File: src/rtl/aes_dec_key_schedule.sv
// AES-128 key schedule for a decryption engine: expands the cipher key once,
// then hands the round keys out from rk[10] down to rk[0] on request.
module aes_dec_key_schedule #(
  parameter int NROUNDS = 10
) (
  input  logic         clk,
  input  logic         reset,
  input  logic [127:0] cipher_key,
  input  logic         key_valid,
  output logic         key_ready,
  input  logic         req_key,
  output logic [127:0] round_key,
  output logic         round_key_valid,
  output logic [3:0]   round_idx,
  output logic         last_key,
  output logic         busy
);

  localparam logic [3:0] LAST_IDX = 4'(NROUNDS);

  localparam logic [2047:0] SBOX_TABLE = {
    128'h637c777bf26b6fc53001672bfed7ab76,
    128'hca82c97dfa5947f0add4a2af9ca472c0,
    128'hb7fd9326363ff7cc34a5e5f171d83115,
    128'h04c723c31896059a071280e2eb27b275,
    128'h09832c1a1b6e5aa0523bd6b329e32f84,
    128'h53d100ed20fcb15b6acbbe394a4c58cf,
    128'hd0efaafb434d338545f9027f503c9fa8,
    128'h51a3408f929d38f5bcb6da2110fff3d2,
    128'hcd0c13ec5f974417c4a77e3d645d1973,
    128'h60814fdc222a908846eeb814de5e0bdb,
    128'he0323a0a4906245cc2d3ac629195e479,
    128'he7c8376d8dd54ea96c56f4ea657aae08,
    128'hba78252e1ca6b4c6e8dd741f4bbd8b8a,
    128'h703eb5664803f60e613557b986c11d9e,
    128'he1f8981169d98e949b1e87e9ce5528df,
    128'h8ca1890dbfe6426841992d0fb054bb16
  };

  typedef enum logic [1:0] {
    IDLE   = 2'd0,
    EXPAND = 2'd1,
    READY  = 2'd2
  } state_e;

  function automatic logic [7:0] sbox(input logic [7:0] b);
    return SBOX_TABLE[11'd2047 - {b, 3'b000} -: 8];
  endfunction

  function automatic logic [7:0] rcon(input logic [3:0] round);
    case (round)
      4'd1:    return 8'h01;
      4'd2:    return 8'h02;
      4'd3:    return 8'h04;
      4'd4:    return 8'h08;
      4'd5:    return 8'h10;
      4'd6:    return 8'h20;
      4'd7:    return 8'h40;
      4'd8:    return 8'h80;
      4'd9:    return 8'h1b;
      4'd10:   return 8'h36;
      default: return 8'h00;
    endcase
  endfunction

  state_e       state_q;
  logic [3:0]   count_q;
  logic [3:0]   ptr_q;
  logic [127:0] rk_q [0:NROUNDS];
  logic         key_ready_q;
  logic         round_key_valid_q;
  logic [127:0] round_key_q;
  logic [3:0]   round_idx_q;
  logic         last_key_q;
  logic         busy_q;

  logic [3:0]   prev_idx_d;
  logic [127:0] prev_key_d;
  logic [31:0]  rot_word_d;
  logic [31:0]  temp_d;
  logic [31:0]  w0_d, w1_d, w2_d, w3_d;
  logic [127:0] next_key_d;
  logic         accept_d;

  // One expansion step from the most recently written round key.
  always_comb begin
    prev_idx_d = count_q - 4'd1;
    prev_key_d = rk_q[prev_idx_d];
    rot_word_d = {prev_key_d[23:0], prev_key_d[31:24]};
    temp_d     = {sbox(rot_word_d[31:24]), sbox(rot_word_d[23:16]),
                  sbox(rot_word_d[15:8]),  sbox(rot_word_d[7:0])}
                 ^ {rcon(count_q), 24'h000000};
    w0_d       = prev_key_d[127:96] ^ temp_d;
    w1_d       = prev_key_d[95:64]  ^ w0_d;
    w2_d       = prev_key_d[63:32]  ^ w1_d;
    w3_d       = prev_key_d[31:0]   ^ w2_d;
    next_key_d = {w0_d, w1_d, w2_d, w3_d};
    accept_d   = key_valid & key_ready_q;
  end

  // Control FSM, key storage and registered presentation outputs.
  always_ff @(posedge clk) begin
    if (reset) begin
      state_q           <= IDLE;
      count_q           <= 4'd0;
      ptr_q             <= 4'd0;
      for (int i = 0; i <= NROUNDS; i++) begin
        rk_q[i] <= 128'd0;
      end
      key_ready_q       <= 1'b1;
      round_key_valid_q <= 1'b0;
      round_key_q       <= 128'd0;
      round_idx_q       <= 4'd0;
      last_key_q        <= 1'b0;
      busy_q            <= 1'b0;
    end else begin
      case (state_q)
        IDLE: begin
          if (accept_d) begin
            rk_q[0]     <= cipher_key;
            count_q     <= 4'd1;
            state_q     <= EXPAND;
            key_ready_q <= 1'b0;
            busy_q      <= 1'b1;
          end
        end
        EXPAND: begin
          rk_q[count_q] <= next_key_d;
          if (count_q == LAST_IDX) begin
            state_q           <= READY;
            ptr_q             <= LAST_IDX;
            key_ready_q       <= 1'b1;
            round_key_valid_q <= 1'b1;
            round_key_q       <= next_key_d;
            round_idx_q       <= LAST_IDX;
            last_key_q        <= 1'b0;
            busy_q            <= 1'b0;
          end else begin
            count_q <= count_q + 4'd1;
          end
        end
        READY: begin
          // A reload can only be accepted between blocks (ptr at the top).
          if (accept_d) begin
            rk_q[0]           <= cipher_key;
            count_q           <= 4'd1;
            state_q           <= EXPAND;
            key_ready_q       <= 1'b0;
            busy_q            <= 1'b1;
            round_key_valid_q <= 1'b0;
            round_key_q       <= 128'd0;
            round_idx_q       <= 4'd0;
            last_key_q        <= 1'b0;
          end else if (req_key) begin
            if (ptr_q == 4'd0) begin
              ptr_q       <= LAST_IDX;
              round_key_q <= rk_q[LAST_IDX];
              round_idx_q <= LAST_IDX;
              last_key_q  <= 1'b0;
              key_ready_q <= 1'b1;
            end else begin
              ptr_q       <= ptr_q - 4'd1;
              round_key_q <= rk_q[ptr_q - 4'd1];
              round_idx_q <= ptr_q - 4'd1;
              last_key_q  <= (ptr_q == 4'd1);
              key_ready_q <= 1'b0;
            end
          end
        end
        default: begin
          state_q <= IDLE;
        end
      endcase
    end
  end

  assign key_ready       = key_ready_q & ~reset;
  assign round_key       = round_key_q;
  assign round_key_valid = round_key_valid_q;
  assign round_idx       = round_idx_q;
  assign last_key        = last_key_q;
  assign busy            = busy_q;

endmodule

File: config.mk
export PLATFORM = sky130hd
export DESIGN_NAME = aes_dec_key_schedule
export DESIGN_NICKNAME = d
export VERILOG_FILES = /design/src/rtl/aes_dec_key_schedule.sv
export SDC_FILE = /design/constraint.sdc
export NUM_CORES = 2
export LEC_CHECK = 0
export CORE_AREA = 2 2 531 533
export DETAILED_ROUTE_END_ITERATION = 12
export DIE_AREA = 0 0 533 535
export DONT_BUFFER_PORTS = 1
export HOLD_SLACK_MARGIN = 0.02
export PLACE_DENSITY = 0.66
export SYNTH_ARGS = -nofsm -noshare
export SYNTH_HDL_FRONTEND = slang
export SYNTH_SLANG_ARGS = --single-unit
File: constraint.sdc
create_clock -name clk -period 20.9 [get_ports clk]
set_input_delay 0 -clock clk [delete_from_list [all_inputs] [get_ports clk]]
set_output_delay 0 -clock clk [all_outputs]
set_load 0.02 [all_outputs]
# == After elaboration in Yosys (flattened, before gate mapping) ==
# Memory sizes are Yosys's and may differ from the RTL's. A register that Yosys moved wholly into a read port is not among the register bits.
# Cells that the tools add are included.
# totals
reg_bits,146
mem_bits_rw,1408
mem_bits_ro,128
in_bits,132
out_inout_bits,136
elab_cells,109
memories,2
# memory_table
memory,depth,word_bits,rd,rd_ports_with_merged_regs,wr,line_no,rtl
rk_q,11,128,3,0,11,69,logic [127:0] rk_q [0:NROUNDS];
(name not given),16,8,1,1,0,51,case (round)
# op_classes
add_sub_neg,7
eq_ne,12
shifts,4
muxes,51
n_bitwise,10
n_reduce_logical,14
# op_table
cell,count
$shiftx 2055x12->8 const A,4
$mux 128,7
$pmux 128 s2,1
$xor 32x32->32,5
$reduce_or 128->1,1
$sub 11x11->11 const A,4
$mux 4,10
$pmux 4 s2,3
$mux 1,23
$ne 2x2->1 const B,6
$reduce_and 3->1,4
$reduce_and 4->1,2
$sub 4x1->4 const B,2
$pmux 1 s2,3
$add 4x1->4 const B,1
$eq 4x1->1 const B,1
$eq 4x4->1 const B,1
$logic_not 4->1,1
$mux 2,2
$pmux 2 s2,1
$reduce_bool 2->1,2
$ne 3x3->1 const B,1
$pmux 1 s3,1
$reduce_bool 3->1,1
other kinds (9),11

# == Depth between registers and ports, before layout ==
# An unclocked memory read counts as a cell.
# depth
word_depth,11
depth_mapped,32
mapped_depth_nobuf,19

# == Worst setup path before layout ==
# OpenSTA, ideal clock, no wires.
# synth_path
path_kind,register -> register
startpoint,register count_q[0]
endpoint,memory rk_q[9][0] (enable)
setup_ns,0.792
arrival_ns,11.543
t_required_ns,20.108
setup_slack_ns,8.565
stages_incl_launch_ff,16
path_buffers,13
period_less_slack_ns,12.335
cell_sequence,dfxtp_1 -> buf_6 -> buf_12 -> buf_8 -> buf_6 -> buf_6 -> buf_6 -> buf_6 -> buf_6 -> buf_4 -> buf_6 -> buf_4 -> buf_6 -> buf_4 -> nand3_1 -> o21ai_0
# synth_lines
element,line_no,rtl
"start, declared",67,logic [3:0] count_q;
"start signal, assigned",139,count_q <= count_q + 4'd1;
"end, declared",69,

==> metrics.md <==
| Metric | Value |
|---|---|
| Most common cell after layout, fill and taps aside | `sky130_fd_sc_hd__edfxtp_1` |
| Via density per instance | `7.26` |
| Area growth from synthesis to layout | `10.6%` |
| Cell breakdown of the critical path | `clkinv_1, ha_4, buf_4, buf_4, buf_4, mux4_2, mux2i_1, mux2i_4, buf_4, ha_1, nand2_1, inv_1, o311ai_0, a21oi_1, o311ai_0, o211ai_1, buf_4, xnor2_1, a2bb2oi_2, dlygate4sd3_1, inv_1` |
| FMAX | `89.4 MHz` |
| Global-route wire length before repair | `720000 µm` |
| Arrival @ worst endpoint | `11.80 ns` |
| First DRT Iteration DRCs | `16.3k` |
| Cell row count | `194` |
| Width of the chip | `533 µm` |
| Clk Tree Root Cell | `sky130_fd_sc_hd__clkbuf_16` |
| Hold crit path type | `in2reg` |
| Proportion of synthesized chip area in sequential cells | `50.5%` |
| RSZ-0062 raised after global routing | `no` |
| Antenna-violating nets left | `0` |
| Mean instance size in the synthesized netlist | `13.1 µm²` |
| Overall fraction of global-route tracks in use | `35.4%` |
| Max-slew violation count | `0` |
| Number of cells after detailed placement | `12.6k` |
| Fraction of post-synthesis cell area in the top cell type by area | `46.0%` |
| H-tree level count | `4` |
| Status | `completed` |
| Clock sinks | `2202` |
| Gate count of the mapped netlist | `9562` |
| Number of nets in the layout | `9529` |
| Number of global-route vias before repair | `93.7k` |
| Core box area | `279000 µm²` |
| Actual transition at the worst max-transition pin | `1.34 ns` |
| Hold violation total from the final report | `0` |
| TritonCTS buffer count | `236` |
| Family of cells with the greatest summed delay on the critical path | `buffers and inverters` |
| Number of synthesized flops with an enable pin | `1920` |
| Number of buffers and inverters on the critical path | `9` |
| Kind of critical path | `reg2reg` |
| Number of distinct library cell variants in the gate-level netlist after synthesis | `117` |
| Total Neg Setup Slack | `0 ns` |
| Most common cell type on the critical path | `sky130_fd_sc_hd__buf_4` |
| Highest-count cells in the layout ignoring fill and taps | `sky130_fd_sc_hd__edfxtp_1, sky130_fd_sc_hd__nor2_1, sky130_fd_sc_hd__mux4_2` |
| DRC Markers | `0` |
| Required time of the worst setup path | `21.51 ns` |
| Type of destination of the critical path | `flop` |
| Leading register cell type out of synthesis | `sky130_fd_sc_hd__edfxtp_1` |
| Register bit total from synthesis | `2202` |
| Clock period minus final worst setup slack | `11.19 ns` |
| Non-filler instance count after layout | `13.3k` |
| Initial standard-cell utilization of the core | `44.9%` |
| Most area-consuming cells after synthesis | `sky130_fd_sc_hd__edfxtp_1, sky130_fd_sc_hd__mux4_2, sky130_fd_sc_hd__dfxtp_1` |
| Number of port buffers | `0` |
| Worst rel slew slack | `10.2%` |
| Final hold slack | `0.0209 ns` |
| I/O pin total | `268` |
| Total setup violations reported at the end of the flow | `0` |
| Kind of start point of the critical path | `flop` |
| Total congestion overflow | `0` |
| DR WL/cell | `39.1 µm` |
| Die area | `285000 µm²` |
| Tcrit/Tclk final | `53.5%` |
| Count of vias placed by the detailed router | `96.3k` |
| Aggregate routed wire length | `518000 µm` |
| GP Congestion | `1.04` |
| Layout cells sized above 1 | `21.3%` |
| Number of warning messages in the yosys log | `0` |
| Worst Path Max Fanout | `46` |
| Max-cap check violation count | `0` |
| Total standard cell area after synthesis | `125000 µm²` |
| Post-CTS setup buffer count | `0` |
| Biggest area consumer among synthesized cells | `sky130_fd_sc_hd__edfxtp_1` |
| Worst clock skew | `0.0873 ns` |
| Clock slew at reported path FFs | `0.06 ns` |
| Worst path max stage delay | `0.85 ns` |
| Largest net degree at the start of global routing | `115` |
| TritonCTS clock tree | `built` |
| Post_cts resized | `0` |
| Number of antenna violations at the first check in global routing | `36` |
| Ys async rst share | `0%` |
| Drt first pass iters | `8` |
| Post-detailed-placement half-perimeter wirelength | `313000 µm` |
| Clock latency on the worst-skew pair | `0.95 ns` |
| Critical path's slowest cell | `sky130_fd_sc_hd__dlygate4sd3_1` |
| CTS max path bufs | `4` |
| Number of nets produced by synthesis | `9764` |
| Vertical extent of the die | `535 µm` |
==> cell type report <==
type	instances	area (µm²)
Clock inverter	103	1350
Antenna cell	23	57.6
Timing Repair Buffer	501	4460
Multi-Input combinational cell	6253	57400
Tap cell	3724	4660
Clock buffer	330	6770
Fill cell	23692	140000
Inverter	133	509
Sequential cell	2202	63300
==> worst register-to-register path: stages, from the launching register on <==
cell and delay [ns]:
sky130_fd_sc_hd__dfxtp_4 0.74, sky130_fd_sc_hd__clkinv_1 0.51, sky130_fd_sc_hd__ha_4 0.83, sky130_fd_sc_hd__buf_4 0.72
sky130_fd_sc_hd__buf_4 0.84, sky130_fd_sc_hd__buf_4 0.75, sky130_fd_sc_hd__mux4_2 0.62, sky130_fd_sc_hd__mux2i_1 0.29
sky130_fd_sc_hd__mux2i_4 0.18, sky130_fd_sc_hd__buf_4 0.29, sky130_fd_sc_hd__ha_1 0.47, sky130_fd_sc_hd__nand2_1 0.29
sky130_fd_sc_hd__inv_1 0.10, sky130_fd_sc_hd__o311ai_0 0.75, sky130_fd_sc_hd__a21oi_1 0.16, sky130_fd_sc_hd__o311ai_0 0.56
sky130_fd_sc_hd__o211ai_1 0.65, sky130_fd_sc_hd__buf_4 0.45, sky130_fd_sc_hd__xnor2_1 0.48, sky130_fd_sc_hd__a2bb2oi_2 0.20
sky130_fd_sc_hd__dlygate4sd3_1 0.85, sky130_fd_sc_hd__inv_1 0.19
==> through the flow <==
stage          cell area [µm²]  utilization [%]  worst slack, ns
2_1_floorplan           125000                -             8.56
3_3_place_gp            129000             46.1            10.06
6_report                139000             49.7             9.71
5_1_grt                 138000             49.7             9.37
4_1_cts                 138000             49.6             10.0
3_5_place_dp            129000             46.1            10.01
==> path summary, 6_finish.rpt <==
path	startpoint	endpoint	slack (ns)	depth (start not counted)
max	count_q[0]	rk_q[15][102]	9.71	21
max reg2reg	count_q[0]	rk_q[15][102]	9.71	21
min reg2reg	rk_q[10][98]	rk_q[10][98]	0.49	2
min	cipher_key[54]	rk_q[0][54]	0.02	3
==> metal layers <==
layer,wire [µm],vias to the layer above,global-route usage (%)
li1,-,37330,-
met1,180000,49035,45.5
met2,227000,8261,52.8
met3,71900,1671,10.3
met4,39000,40,22.4
met5,256,-,0
==> cell families after synthesis <==
kind of cell | share of synthesized area, %
mux | 23.0
flops | 50.5
buf+inv | 4.08
simple gates | 8.67
fa+ha+maj | 0.699
compound gates | 11.1
xor+xnor | 1.93
==> sequential cells by signal, indices dropped and copies added, names as in the netlist, named ones only <==
signal	count
rk_q	2048
round_key	128
count_q	4
ptr_q	4
round_idx	4
state_q	2
busy	1
key_ready_q	1
last_key	1
round_key_valid	1
==> synth_stat cells, drive strengths merged (19+ instances only) <==
library cell,n
o221ai,25
inv,129
xor2,47
mux2i,314
a311oi,70
a221oi,161
nor2,1444
dfxtp,282
o21a,20
a211oi,228
buf,456
o211ai,73
a2111oi,29
and2,28
or3,20
nand2b,24
o22ai,20
a211o,25
a21oi,383
nand3,150
nor3,140
edfxtp,1920
clkbuf,518
xnor3,19
a31oi,62
o2111ai,23
and3,26
mux2,30
o31ai,28
mux4,1123
o311ai,52
xnor2,149
nor4,27
nand2,465
nor2b,160
a22oi,42
o211a,98
o21ai,453
a2bb2oi,19
ha,70
==> what timing repair did <==
action                                  4_1_cts  5_1_grt
endpoints found under the setup margin        0        0
hold endpoints to repair                   1587        0
hold buffers                                176        0
Power is not shown: default switching activity piles up to over one toggle a cycle in this logic, so the estimate is an artifact.
